--- config.mk ---
export PLATFORM = sky130hd
export DESIGN_NAME = cpu_mem_arbiter_flat
export DESIGN_NICKNAME = d
export VERILOG_FILES = /design/src/rtl/cpu_mem_arbiter_if.sv /design/src/rtl/cpu_mem_arbiter.sv /design/src/flat_wrapper.sv
export SDC_FILE = /design/constraint.sdc
export NUM_CORES = 1
export LEC_CHECK = 0
export CORE_MARGIN = 2
export CORE_UTILIZATION = 38
export CTS_BUF_LIST = sky130_fd_sc_hd__clkbuf_16
export DETAILED_ROUTE_END_ITERATION = 7
export PLACE_DENSITY = 0.7
export SYNTH_ARGS = -nofsm -noshare
export SYNTH_HDL_FRONTEND = slang
export SYNTH_SLANG_ARGS = --single-unit
--- constraint.sdc ---
create_clock -name i_clk -period 1.4 [get_ports i_clk]
set_input_delay 0.14 -clock i_clk [delete_from_list [all_inputs] [get_ports i_clk]]
set_output_delay 0.14 -clock i_clk [all_outputs]
set_load 0.005 [all_outputs]
--- src/rtl/cpu_mem_arbiter_if.sv ---
// cpu_mem_arbiter_if: fetch, data and controller-side signals
// seen by the fetch/data arbiter in front of cpu_mem_controller.
interface cpu_mem_arbiter_if;
    // instruction-fetch requester
    logic        i_if_stb;
    logic [31:0] i_if_addr;
    logic [31:0] o_if_data;
    logic        o_if_ack;
    logic        o_if_stall;

    // load/store requester
    logic        i_d_stb;
    logic        i_d_we;
    logic [31:0] i_d_addr;
    logic [31:0] i_d_data;
    logic [2:0]  i_d_sel;
    logic [31:0] o_d_data;
    logic        o_d_ack;
    logic        o_d_stall;

    // memory controller side
    logic        o_wb_stb;
    logic        o_wb_we;
    logic [31:0] o_wb_addr;
    logic [31:0] o_wb_data;
    logic [2:0]  o_sel;
    logic [31:0] i_wb_data;
    logic        i_wb_ack;
    logic        i_wb_stall;

    // arbiter view
    modport slave (
        input  i_if_stb, i_if_addr,
        output o_if_data, o_if_ack, o_if_stall,
        input  i_d_stb, i_d_we, i_d_addr, i_d_data, i_d_sel,
        output o_d_data, o_d_ack, o_d_stall,
        output o_wb_stb, o_wb_we, o_wb_addr, o_wb_data, o_sel,
        input  i_wb_data, i_wb_ack, i_wb_stall
    );

    // core + controller view
    modport master (
        output i_if_stb, i_if_addr,
        input  o_if_data, o_if_ack, o_if_stall,
        output i_d_stb, i_d_we, i_d_addr, i_d_data, i_d_sel,
        input  o_d_data, o_d_ack, o_d_stall,
        input  o_wb_stb, o_wb_we, o_wb_addr, o_wb_data, o_sel,
        output i_wb_data, i_wb_ack, i_wb_stall
    );
endinterface

--- src/rtl/cpu_mem_arbiter.sv ---
// cpu_mem_arbiter: shares one memory controller port between
// instruction fetch and load/store, round-robin on contention.
module cpu_mem_arbiter (
    input  logic             i_clk,
    input  logic             i_reset,
    cpu_mem_arbiter_if.slave bus
);

    localparam logic [0:0] IDLE = 1'b0;
    localparam logic [0:0] WAIT = 1'b1;

    localparam logic GNT_IF = 1'b0;
    localparam logic GNT_D  = 1'b1;

    localparam logic [2:0] SEL_WORD = 3'b010;

    logic [0:0]  state;
    logic        grant;
    logic        last_grant;

    logic        if_pend;
    logic [31:0] if_addr_q;

    logic        d_pend;
    logic        d_we_q;
    logic [31:0] d_addr_q;
    logic [31:0] d_data_q;
    logic [2:0]  d_sel_q;

    logic        if_cap;
    logic        d_cap;
    logic        pick_d;
    logic        issue;
    logic        done;
    logic        done_if;
    logic        done_d;

    // A slot is busy exactly while it holds a request.
    assign bus.o_if_stall = if_pend;
    assign bus.o_d_stall  = d_pend;

    assign if_cap = bus.i_if_stb && !if_pend;
    assign d_cap  = bus.i_d_stb && !d_pend;

    // Data wins when it is alone, or when fetch was served last.
    assign pick_d = d_pend && (!if_pend || (last_grant == GNT_IF));

    assign issue = (state == IDLE) && (if_pend || d_pend)
                   && !bus.i_wb_stall;

    assign done    = (state == WAIT) && bus.i_wb_ack;
    assign done_if = done && (grant == GNT_IF);
    assign done_d  = done && (grant == GNT_D);

    // Fetch slot: capture when free, release on its completion.
    always_ff @(posedge i_clk) begin
        if (i_reset) begin
            if_pend   <= 1'b0;
            if_addr_q <= 32'h0;
        end else if (if_cap) begin
            if_pend   <= 1'b1;
            if_addr_q <= bus.i_if_addr;
        end else if (done_if) begin
            if_pend   <= 1'b0;
        end
    end

    // Data slot: capture when free, release on its completion.
    always_ff @(posedge i_clk) begin
        if (i_reset) begin
            d_pend   <= 1'b0;
            d_we_q   <= 1'b0;
            d_addr_q <= 32'h0;
            d_data_q <= 32'h0;
            d_sel_q  <= SEL_WORD;
        end else if (d_cap) begin
            d_pend   <= 1'b1;
            d_we_q   <= bus.i_d_we;
            d_addr_q <= bus.i_d_addr;
            d_data_q <= bus.i_d_data;
            d_sel_q  <= bus.i_d_sel;
        end else if (done_d) begin
            d_pend   <= 1'b0;
        end
    end

    // Issue one transaction, wait for its ack, return it to the winner.
    always_ff @(posedge i_clk) begin
        if (i_reset) begin
            state      <= IDLE;
            grant      <= GNT_D;
            last_grant <= GNT_D;
            bus.o_wb_stb  <= 1'b0;
            bus.o_wb_we   <= 1'b0;
            bus.o_wb_addr <= 32'hFFFF_FFFF;
            bus.o_wb_data <= 32'hFFFF_FFFF;
            bus.o_sel     <= SEL_WORD;
            bus.o_if_ack  <= 1'b0;
            bus.o_if_data <= 32'hFFFF_FFFF;
            bus.o_d_ack   <= 1'b0;
            bus.o_d_data  <= 32'hFFFF_FFFF;
        end else begin
            bus.o_if_ack <= 1'b0;
            bus.o_d_ack  <= 1'b0;
            case (state)
                IDLE: begin
                    bus.o_wb_stb <= 1'b0;
                    if (issue) begin
                        bus.o_wb_stb <= 1'b1;
                        grant        <= pick_d;
                        last_grant   <= pick_d;
                        state        <= WAIT;
                        if (pick_d) begin
                            bus.o_wb_we   <= d_we_q;
                            bus.o_wb_addr <= d_addr_q;
                            bus.o_wb_data <= d_data_q;
                            bus.o_sel     <= d_sel_q;
                        end else begin
                            bus.o_wb_we   <= 1'b0;
                            bus.o_wb_addr <= if_addr_q;
                            bus.o_sel     <= SEL_WORD;
                        end
                    end
                end
                WAIT: begin
                    bus.o_wb_stb <= 1'b0;
                    if (bus.i_wb_ack) begin
                        state <= IDLE;
                        if (grant == GNT_D) begin
                            bus.o_d_ack  <= 1'b1;
                            bus.o_d_data <= bus.i_wb_data;
                        end else begin
                            bus.o_if_ack  <= 1'b1;
                            bus.o_if_data <= bus.i_wb_data;
                        end
                    end
                end
                default: begin
                    state        <= IDLE;
                    bus.o_wb_stb <= 1'b0;
                end
            endcase
        end
    end

endmodule

--- src/flat_wrapper.sv ---
// flat-port wrapper written by rule: the top's interface ports become plain ports
module cpu_mem_arbiter_flat 
  (i_clk, i_reset, bus_i_if_stb, bus_i_if_addr, bus_o_if_data, bus_o_if_ack, bus_o_if_stall, bus_i_d_stb, bus_i_d_we, bus_i_d_addr, bus_i_d_data, bus_i_d_sel, bus_o_d_data, bus_o_d_ack, bus_o_d_stall, bus_o_wb_stb, bus_o_wb_we, bus_o_wb_addr, bus_o_wb_data, bus_o_sel, bus_i_wb_data, bus_i_wb_ack, bus_i_wb_stall);
  cpu_mem_arbiter_if bus_i ();
  input  logic i_clk;
  input  logic i_reset;
  input wire logic [$bits(bus_i.i_if_stb)-1:0] bus_i_if_stb;
  input wire logic [$bits(bus_i.i_if_addr)-1:0] bus_i_if_addr;
  output wire logic [$bits(bus_i.o_if_data)-1:0] bus_o_if_data;
  output wire logic [$bits(bus_i.o_if_ack)-1:0] bus_o_if_ack;
  output wire logic [$bits(bus_i.o_if_stall)-1:0] bus_o_if_stall;
  input wire logic [$bits(bus_i.i_d_stb)-1:0] bus_i_d_stb;
  input wire logic [$bits(bus_i.i_d_we)-1:0] bus_i_d_we;
  input wire logic [$bits(bus_i.i_d_addr)-1:0] bus_i_d_addr;
  input wire logic [$bits(bus_i.i_d_data)-1:0] bus_i_d_data;
  input wire logic [$bits(bus_i.i_d_sel)-1:0] bus_i_d_sel;
  output wire logic [$bits(bus_i.o_d_data)-1:0] bus_o_d_data;
  output wire logic [$bits(bus_i.o_d_ack)-1:0] bus_o_d_ack;
  output wire logic [$bits(bus_i.o_d_stall)-1:0] bus_o_d_stall;
  output wire logic [$bits(bus_i.o_wb_stb)-1:0] bus_o_wb_stb;
  output wire logic [$bits(bus_i.o_wb_we)-1:0] bus_o_wb_we;
  output wire logic [$bits(bus_i.o_wb_addr)-1:0] bus_o_wb_addr;
  output wire logic [$bits(bus_i.o_wb_data)-1:0] bus_o_wb_data;
  output wire logic [$bits(bus_i.o_sel)-1:0] bus_o_sel;
  input wire logic [$bits(bus_i.i_wb_data)-1:0] bus_i_wb_data;
  input wire logic [$bits(bus_i.i_wb_ack)-1:0] bus_i_wb_ack;
  input wire logic [$bits(bus_i.i_wb_stall)-1:0] bus_i_wb_stall;
  assign bus_i.i_if_stb = bus_i_if_stb;
  assign bus_i.i_if_addr = bus_i_if_addr;
  assign bus_o_if_data = bus_i.o_if_data;
  assign bus_o_if_ack = bus_i.o_if_ack;
  assign bus_o_if_stall = bus_i.o_if_stall;
  assign bus_i.i_d_stb = bus_i_d_stb;
  assign bus_i.i_d_we = bus_i_d_we;
  assign bus_i.i_d_addr = bus_i_d_addr;
  assign bus_i.i_d_data = bus_i_d_data;
  assign bus_i.i_d_sel = bus_i_d_sel;
  assign bus_o_d_data = bus_i.o_d_data;
  assign bus_o_d_ack = bus_i.o_d_ack;
  assign bus_o_d_stall = bus_i.o_d_stall;
  assign bus_o_wb_stb = bus_i.o_wb_stb;
  assign bus_o_wb_we = bus_i.o_wb_we;
  assign bus_o_wb_addr = bus_i.o_wb_addr;
  assign bus_o_wb_data = bus_i.o_wb_data;
  assign bus_o_sel = bus_i.o_sel;
  assign bus_i.i_wb_data = bus_i_wb_data;
  assign bus_i.i_wb_ack = bus_i_wb_ack;
  assign bus_i.i_wb_stall = bus_i_wb_stall;
  cpu_mem_arbiter u_core (.i_clk(i_clk), .i_reset(i_reset), .bus(bus_i));
endmodule
==> metrics.md, run 1 <==
| Metric | Value |
|---|---|
| Drt wl/cell | between 15 and 20 um |
| Synth unique cells | 22 |
| Mapped Nets | between 1000 and 1500 |
| Die ar. | 24600 sq um |
| Post-synth top flop | dfxtp_1 |
| VDD IR-drop max | ~0.77 mV |
| Net switching power figure | ~3.8 mW |
| Final setup viols | 0 |
| Register share of total power | 46.0% |
| Vias post-DR | around 8000 |
| Max cap viols | 0 |
| Synth area leaders | dfxtp_1, nand2_1, nand3b_1 |
| Syn Area/Cell | between 8 and 9 sq um |
| Total grt overflow | 0 |
| CTS tree | yes |
| Num rows | 55 |
| Chip height | between 150 and 200 um |
| Area growth, synth to finish | 44.7% |
| Synth top area share | between 50% and 60% |
| CTS max path bufs | 3 |
| #FFs+latches synth | about 240 |
| Most frequent cell after synthesis | nand2_1 |
| Sequential fraction of the synthesis area | a little over half |
| Initial DRC Count | 376 |
| # DRC | 0 |
| Clock Sinks | approximately 240 |
| CP Data Arrival Time | roughly 1.8 ns |
| Worst-Margin Slew | 0.430 ns |
| Fin Clk Skew | 0.0118 ns |
| DRT Wirelength | between 20000 and 30000 um |
| Reg2Reg Depth | 5 |
| Hold slack | between 0.05 and 0.06 ns |
| Status | finished clean |
| Num CTS Buffers | 26 |
| Worst Path Max Fanout | 32 |
| H-tree Lvls | 1 |
| Slew HR | 71.3% |
| Worst hold start | i_reset |
| Leak | approximately 5.3 nW |
| Gpl congestion | approximately 0.79 |
| IO buf count | 274 |
| Chip width | 157 um |
| Clock Power Share | slightly above 40% |
| Antenna violations before repair | 2 |
| First-pass GRT wire length | 40700 um |
| Crit. End Element | flip-flop |
| Clk slew on worst S/H paths | roughly 0.06 ns |
| Ports | 275 |
| Worst hold path class | input pin to flip-flop |
| Type of origin of the critical path | flip-flop |
| Asr flop ratio synth | 0% |
| Drt pass-1 iters | 5 |
| Comb pwr share | between 10% and 20% |
| DP HPWL | between 15000 and 20000 um |
| R2R Path Start | u_core.bus.o_d_stall$_SDFFE_PP0P_ |
| Power Density | 1260 nW/um^2 |
| Fin crit share | between 90% and 100% |
| Dpl ws | -0.257 ns |
| Largest net degree at the start of global routing | 101 |
| Critical Path RT | 1.84 ns |
| Final Cell Area | around 13000 sq um |
| Power, Total | between 15 and 20 mW |
| Int Pwr | approximately 12 mW |
| R2R Path End | u_core.bus.o_wb_addr[25]$_SDFFE_PP1P_ |
| Post-layout min period | 1.33 ns |
| Sw Share | 23.8% |
| Final Slew Violations | 0 |
| Worst-skew pair later-pin latency | 0.52 ns |
| Number of nets in the layout | 1496 |
| EDFF count, synth | 0 |
| Placed cell areas | about 12000 sq um |
| Post-synth top cells | nand2_1, dfxtp_1, a21oi_1 |
| Vias in the first global route | a little over 8000 |
| Via density | slightly below 5 |
| Crit path from | u_core.bus.o_d_stall$_SDFFE_PP0P_ |
| R2R Setup Slk | between 0.07 and 0.08 ns |
| GRT Total Usage | approximately 20% |
| Final core occ | 56.3% |
| Root Buffer | clkbuf_16 |
| Cells after synthesis | 1107 |
| Routed Antenna Nets | 0 |
| YS warnings | 0 |
| Final worst slack | roughly 0.074 ns |
| Mapped Area | slightly below 9000 sq um |
| Final hold viol count | 0 |
| Initial Utilization | between 30 and 40% |
| Hold Path Sink | u_core.d_addr_q[6]$_SDFFE_PP0P_ |
| CORE AREA | 22800 sq um |
| Top cell type by total area after synthesis | dfxtp_1 |
| Max frequency | between 0.7 and 0.8 GHz |
| CTS Hold Bufs | 0 |
| RSZ-0062 raised after global routing | false |
| Kind of critical path | flip-flop to flip-flop |
| Hold depth | 3 |
| Layout cells sized above 1 | 7.04% |
metrics by stage:
step	setup TNS, ns	cells
2_1_floorplan	0	1107
3_3_place_gp	-5.02	1642
3_5_place_dp	-11.00	1642
4_1_cts	0	1690
5_1_grt	0	1690
6_report	0	1691
sequential cells by signal (all words and copies together) (netlist names), 3 cells and up:
signal	flops
u_core.bus.o_d_data	32
u_core.bus.o_wb_addr	32
u_core.bus.o_wb_data	32
u_core.d_sel_q	3
u_core.bus.o_if_data	32
u_core.if_addr_q	32
u_core.bus.o_sel	3
u_core.d_addr_q	32
u_core.d_data_q	32
final cells by class:
type / count / area (sq um)
Fill cell: 2154 / 9960
Sequential cell: 239 / 4810
Multi-Input combinational cell: 783 / 3730
Timing Repair Buffer: 308 / 3060
Clock buffer: 27 / 676
Tap cell: 313 / 392
Clock inverter: 20 / 156
Antenna cell: 1 / 2.50
power by group through the flow:
| stage | Sequential, mW | Clock, mW | Combinational, mW |
|---|---|---|---|
| global placement | 7.55 | 0 | 2.17 |
| floorplan | 7.54 | 0 | 0.933 |
| global route | 7.47 | 7.08 | 2.27 |
| detailed placement | 7.57 | 0 | 2.20 |
| CTS | 7.42 | 6.80 | 2.07 |
| finish | 7.42 | 6.65 | 2.05 |
what timing repair did:
| action | in CTS | in global routing |
|---|---|---|
| resized for setup | 161 | 5 |
| setup endpoints to repair | 142 | 49 |
| buffers inserted | 1 | 0 |
| gates cloned | 0 | 0 |
| hold endpoints to repair | 0 | 0 |
| pin swaps | 0 | 0 |
cells in the final DEF, fill, tap and decap left out, types with 11 or more instances in the layout:
master,netlist,routed
a21oi_1,103,103
and3_1,33,33
buf_12,0,19
buf_4,0,15
clkbuf_16,0,27
clkdlybuf4s50_1,0,136
dfxtp_1,239,220
dfxtp_2,0,18
dlygate4sd2_1,0,135
inv_1,0,11
nand2_1,459,459
nand3b_1,97,97
nor2_1,42,40
o21bai_1,32,32
critical path, cell delays in order, from the launching register on:
cell and delay, ns:
dfxtp_4 0.36, a21boi_2 0.24, buf_12 0.23, nand2_1 0.08
and3_1 0.18, o21bai_1 0.15
cells by family after synthesis:
| logic type | share of synthesized area (%) |
|---|---|
| DFF | 54.0 |
| buffers and inverters | 4.26 |
| AOI/OAI and AO/OA | 9.23 |
| and+or+nand+nor | 32.5 |
how the worst max path moves through the flow:
stage                                                        to  slack [ns]  cells after the start
final                     u_core.bus.o_wb_addr[25]$_SDFFE_PP1P_        0.07                      5
after global routing      u_core.bus.o_wb_addr[19]$_SDFFE_PP1P_       0.002                      5
after CTS                                         bus_o_d_stall       0.002                      2
after detailed placement  u_core.bus.o_wb_addr[15]$_SDFFE_PP1P_       -0.26                      7
after global placement    u_core.bus.o_wb_addr[18]$_SDFFE_PP1P_       -0.15                      7
after floorplan           u_core.bus.o_wb_data[10]$_SDFFE_PP1P_        0.04                      6
metal layers:
metal	global-route usage, %	share of wire (%)
met4	5.24	2.3
met1	24.1	41
met2	35.3	48
met5	0	0.10
met3	7.14	9.1
(Power assumes the default switching activity.)
==> run 2: changes to the inputs <==
==> constraint.sdc (replaced) <==
create_clock -name i_clk -period 1.4 [get_ports i_clk]
set_input_delay 0.14 -clock i_clk [delete_from_list [all_inputs] [get_ports i_clk]]
set_output_delay 0.14 -clock i_clk [all_outputs]
set_load 0.02 [all_outputs]
==> run 2 against run 1 <==
Against the previous run:
- register-to-register slack better by 0.02 ns
- first-iteration DRC count fell by 1.1%
- largest power group unchanged
- largest cell class unchanged
- flip-flop and latch count unchanged
- global-route usage down 0.24 points
- critical endpoint is now bus_o_d_data[18]
- via count fell by 1.5%
- non-clock buffer count rose by 1
- fmax is 2.7% lower
- highest routed layer is now met4
- final cell count decreased by 0.30%
==> metrics.md, run 2 (synthesis results as in run 1) <==
| Metric | Value |
|---|---|
| Chip height | ~160 um |
| Worst-skew pair later-pin latency | roughly 0.52 ns |
| Kind of critical path | flip-flop to primary output |
| Status | finished clean |
| Power Density | ~1300 nW/um^2 |
| WP buf/inv | 1 |
| DRT Wirelength | between 20000 and 30000 um |
| Multi-input logic area | approximately 3700 sq um |
| DP HPWL | around 17000 um |
| Slowest stage delay, CP | about 0.37 ns |
| IO buf count | 274 |
| # DRC | 0 |
| Drt pass-1 iters | 6 |
| Vias in the first global route | about 8000 |
| Vias post-DR | approximately 8000 |
| Gpl congestion | between 0.7 and 0.8 |
| Worst path slowest cell | dlygate4sd2_1 |
| Final Slew Violations | 0 |
| Type of origin of the critical path | flip-flop |
| Fin Setup TNS | 0 ns |
| Post-layout min period | approximately 1.4 ns |
| Sequential cell area | around 4800 sq um |
| Largest net degree at the start of global routing | 84 |
| Routed Antenna Nets | 0 |
| Antenna violations before repair | 0 |
| R2R Path Start | u_core.bus.o_d_stall$_SDFFE_PP0P_ |
| Clock Sinks | 239 |
| Drt wl/cell | 15.2 um |
| RSZ-0062 raised after global routing | true |
| CP Data Arrival Time | between 1 and 1.5 ns |
| Final hold viol count | 0 |
| Root Buffer | clkbuf_16 |
| Clk slew on worst S/H paths | roughly 0.06 ns |
| Area growth, synth to finish | 44.2% |
| Layout cells sized above 1 | around 6% |
| GRT Total Usage | between 20 and 25% |
| Dpl ws | -0.0965 ns |
| Power, Total | approximately 16 mW |
| Final setup viols | 0 |
| CP cell instances | dlygate4sd2_1 |
| Chip width | around 160 um |
| Initial Utilization | about 39% |
| CTS max path bufs | 3 |
| Worst hold path class | input pin to flip-flop |
| Most frequent cells in the layout | nand2_1, dfxtp_1, clkdlybuf4s50_1 |
| Slew HR | approximately four fifths |
| Fin crit share | roughly 97% |
| Commonest non-fill, non-tap cell in the layout | nand2_1 |
| Max frequency | about 0.73 GHz |
| Final worst slack | between 0.03 and 0.04 ns |
| Antenna diodes | 0 |
| Worst hold start | bus_i_if_addr[12] |
| Critical Path RT | ~1.3 ns |
| Num rows | 55 |
| Crit. End Element | primary output |
| Top delay family on crit path | buffers and inverters |
| Placed insts | ~1600 |
| Worst Path Max Fanout | 2 |
| Total grt overflow | 0 |
| Final core occ | 56.1% |
| Die ar. | approximately 25000 sq um |
| VDD IR-drop max | between 0.8 and 0.9 mV |
| H-tree Lvls | 1 |
| CTS tree | yes |
| Leak | 5.30 nW |
| Initial DRC Count | between 300 and 400 |
| First-pass GRT wire length | 40400 um |
| Via density | around 4.8 |
| Fin Clk Skew | roughly 0.011 ns |
| Number of nets in the layout | between 1000 and 1500 |
| Max cap viols | 0 |
| Num CTS Buffers | 26 |
| Fillers | approximately 2200 |
| CORE AREA | 22800 sq um |
| Final std cells w/o fill | roughly 1700 |
| Crit path from | u_core.bus.o_d_data[18]$_SDFFE_PP1P_ |
| Worst-Margin Slew | between 0.3 and 0.4 ns |
| Ports | 275 |
run 2: per-layer routing:
metal / vias up / track usage, % / share of wire (%)
met3: 35 / 6.51 / 8.9
li1: 4057 / - / -
met2: 241 / 33.4 / 46
met5: - / 0 / 0
met1: 3731 / 25.7 / 44
met4: 0 / 4.46 / 1.6
run 2: timing repair:
item                       CTS  global route
setup endpoints to repair  138            97
pin swaps                    1             0
gates resized for setup    147            21
hold endpoints to repair    24             0
hold buffers                 1             0
buffers inserted             1             1
cloned                       1             0
run 2: path summary, 6_finish.rpt:
check                                                              to  slack, ns  cells past startpoint
worst min register to register        u_core.d_data_q[5]$_SDFFE_PP0P_       0.45                      2
worst max-delay path                                 bus_o_d_data[18]       0.04                      1
worst max register to register  u_core.bus.o_wb_addr[11]$_SDFFE_PP1P_       0.09                      5
worst min-delay path                u_core.if_addr_q[12]$_SDFFE_PP0P_       0.16                      3
run 2: where the power goes:
part | leakage, nW | internal [mW] | switching, mW
logic | 2.95 | 1.09 | 1.21
clock network | 0.396 | 3.63 | 2.67
registers | 1.96 | 7.21 | 0.214
run 2: area by class of cell:
class / count / share of cell area (%)
clock buffers: 27 / 5.29
clock inverters: 15 / 0.724
multi-input cells: 783 / 29.1
flip-flops and latches: 239 / 37.5
well taps: 313 / 3.06
repair buffers: 309 / 24.3
run 2: per-stage QoR:
| stage | hold WS, ns | area, sq um |
|---|---|---|
| 4_1_cts | 0.146 | 12700 |
| 6_report | 0.165 | 12800 |
| 3_3_place_gp | 0.442 | 12100 |
| 2_1_floorplan | 0.261 | 8870 |
| 3_5_place_dp | 0.447 | 12100 |
| 5_1_grt | 0.170 | 12800 |
==> run 3: changes to the inputs <==
==> constraint.sdc (replaced) <==
create_clock -name i_clk -period 1.1 [get_ports i_clk]
set_input_delay 0.11 -clock i_clk [delete_from_list [all_inputs] [get_ports i_clk]]
set_output_delay 0.11 -clock i_clk [all_outputs]
set_load 0.02 [all_outputs]
==> run 3 against run 2 <==
Against the previous run:
- the flow now finishes with violations (negative setup slack)
- first-iteration DRC count grew 39%
- sequential power grew 30%
- sequential share of layout area shrank 7.0 points
- non-clock buffer count grew 79
- worst setup slack lost 0.29 ns
- clock power grew 30%
- final cell count grew 5.1%
- routed wire length grew 32%
- flip-flop and latch count is the same
- critical path type is now flip-flop to flip-flop
- highest routed layer unchanged
==> metrics.md, run 3 (synthesis results as in run 1) <==
| Metric | Value |
|---|---|
| Status | finished with violations |
| Violated checks | negative setup slack |
| VDD IR-drop max | 1.00 mV |
| Sw Share | between 20% and 30% |
| Clock Sinks | 239 |
| Worst Path Max Fanout | 8 |
| Ports | around 280 |
| Initial DRC Count | 518 |
| Dpl ws | -0.441 ns |
| Commonest non-fill, non-tap cell in the layout | nand2_1 |
| Final Slew Violations | 0 |
| Area growth, synth to finish | 84.1% |
| Largest net degree at the start of global routing | 63 |
| Fillers | approximately 1600 |
| Number of nets in the layout | 1576 |
| Worst hold path class | input pin to flip-flop |
| # DRC | 0 |
| Vias post-DR | between 9000 and 10000 |
| Final worst slack | -0.254 ns |
| Net switching power figure | roughly 6.3 mW |
| Antenna violations before repair | 2 |
| Sequential cell area | between 4000 and 5000 sq um |
| Num rows | 55 |
| Layout cells sized above 1 | between 50% and 60% |
| Initial Utilization | 38.9% |
| Chip height | between 150 and 200 um |
| Worst-Margin Slew | between 0.5 and 0.6 ns |
| H-tree Lvls | 1 |
| DRT Wirelength | approximately 34000 um |
| Most frequent cells in the layout | nand2_1, buf_6, clkdlybuf4s50_1 |
| Final hold viol count | 0 |
| Via density | roughly 5 |
| Root Buffer | clkbuf_16 |
| Drt pass-1 iters | 5 |
| Chip width | 157 um |
| Critical Path RT | around 1.5 ns |
| Power Density | around 1400 nW/um^2 |
| Drt wl/cell | roughly 19 um |
| Fin crit share | 123% |
| RSZ-0062 raised after global routing | true |
| Worst-skew pair later-pin latency | ~0.52 ns |
| Placed insts | between 1500 and 2000 |
| Vias in the first global route | about 8000 |
| Int Pwr | 16.3 mW |
| Post-layout min period | about 1.4 ns |
| CP Data Arrival Time | 1.79 ns |
| Power, Total | about 23 mW |
| Max frequency | roughly 0.74 GHz |
| Type of origin of the critical path | flip-flop |
| Clock Power Share | approximately 36% |
| Fin Clk Skew | between 0.007 and 0.008 ns |
| GRT Total Usage | between 20% and 30% |
| First-pass GRT wire length | 41900 um |
| IO buf count | 274 |
| Comb pwr share | a little over a fifth |
| CP cell instances | a21boi_4, buf_12, clkbuf_16, nand2_1, and3_4, o21bai_1 |
| Kind of critical path | flip-flop to flip-flop |
| Fin Setup TNS | -38.80 ns |
| CTS max path bufs | 3 |
| Final setup viols | 265 |
| Max cap viols | 0 |
| Final std cells w/o fill | 1772 |
| Gpl congestion | roughly 0.76 |
| Worst path slowest cell | dfxtp_4 |
| Slew HR | about two thirds |
| Total grt overflow | 0 |
| Clk slew on worst S/H paths | approximately 0.06 ns |
| DP HPWL | 17100 um |
| CTS tree | yes |
| Leak | ~7 nW |
| Crit. End Element | flip-flop |
| CORE AREA | approximately 23000 sq um |
| Multi-input logic area | 5400 sq um |
| Register share of total power | between 40% and 50% |
| Slowest stage delay, CP | about 0.38 ns |
| Die ar. | between 20000 and 25000 sq um |
| Routed Antenna Nets | 0 |
| Num CTS Buffers | 26 |
-- run 3: cell types whose count changed in the layout (fill, tap and decap cells not counted), moves of 116 or more --
cell / before / now
buf_6: 2 / 149
dfxtp_1: 236 / 101
dfxtp_2: 2 / 129
dlygate4sd2_1: 116 / 0
nand2_1: 459 / 256
nand2_4: 0 / 131
-- run 3: final cells by class --
type / instances / share of cell area, %
clock buffer: 28 / 4.30
tap: 313 / 2.40
antenna: 1 / 0.0153
sequential: 239 / 30.5
clock inverter: 20 / 0.591
timing repair buffer: 388 / 29.0
multi-input combinational: 783 / 33.1
-- run 3: final timing paths --
check                                    startpoint                                    end  slack, ns  cells past startpoint
setup / recovery  u_core.bus.o_d_stall$_SDFFE_PP0P_  u_core.bus.o_wb_addr[31]$_SDFFE_PP1P_      -0.25                      6
hold / removal                     bus_i_d_addr[23]       u_core.d_addr_q[23]$_SDFFE_PP0P_       0.15                      3
setup reg to reg  u_core.bus.o_d_stall$_SDFFE_PP0P_  u_core.bus.o_wb_addr[31]$_SDFFE_PP1P_      -0.25                      6
hold reg to reg   u_core.if_addr_q[17]$_SDFFE_PP0P_      u_core.if_addr_q[17]$_SDFFE_PP0P_       0.46                      2
-- run 3: layer usage --
| layer | up-vias | track usage, % | part of all wire (%) | wire [um] |
|---|---|---|---|---|
| met3 | 85 | 5.04 | 8.0 | 2700 |
| met4 | 0 | 6.29 | 3.8 | 1280 |
| met1 | 4349 | 27.0 | 40 | 13600 |
| li1 | 4267 | - | - | - |
| met2 | 378 | 35.9 | 48 | 16200 |
| met5 | - | 0 | 0 | 0 |
-- run 3: worst max-delay path, delay by kind of cell, from the launching register on --
family / cells / cell delay [ns]
flops: 1 / 0.38
compound gates: 2 / 0.34
buf+inv: 2 / 0.32
simple gates: 2 / 0.23
-- run 3: power by group through the flow --
stage          sequential, mW  combinational [mW]  clock, mW
2_1_floorplan            9.91                1.26          0
3_5_place_dp             9.63                3.15          0
3_3_place_gp             9.62                3.12          0
6_report                 9.65                4.80       8.16
5_1_grt                  9.69                5.05       8.64
4_1_cts                  9.56                3.54       8.22
-- run 3: what timing repair did --
item,in CTS,in global routing
hold buffers,1,0
endpoints found under the hold margin,14,0
cloned,10,24
endpoints found under the setup margin,376,354
gates resized for setup,995,465
pin swaps,36,270
buffers inserted,10,30
-- run 3: through the flow --
step	utilization (%)	hold WS [ns]	cell area, sq um
2_1_floorplan	-	0.231	9030
6_report	71.6	0.150	16300
5_1_grt	71.6	0.147	16300
4_1_cts	60.9	0.116	13900
3_5_place_dp	53.8	0.447	12200
3_3_place_gp	53.8	0.436	12200
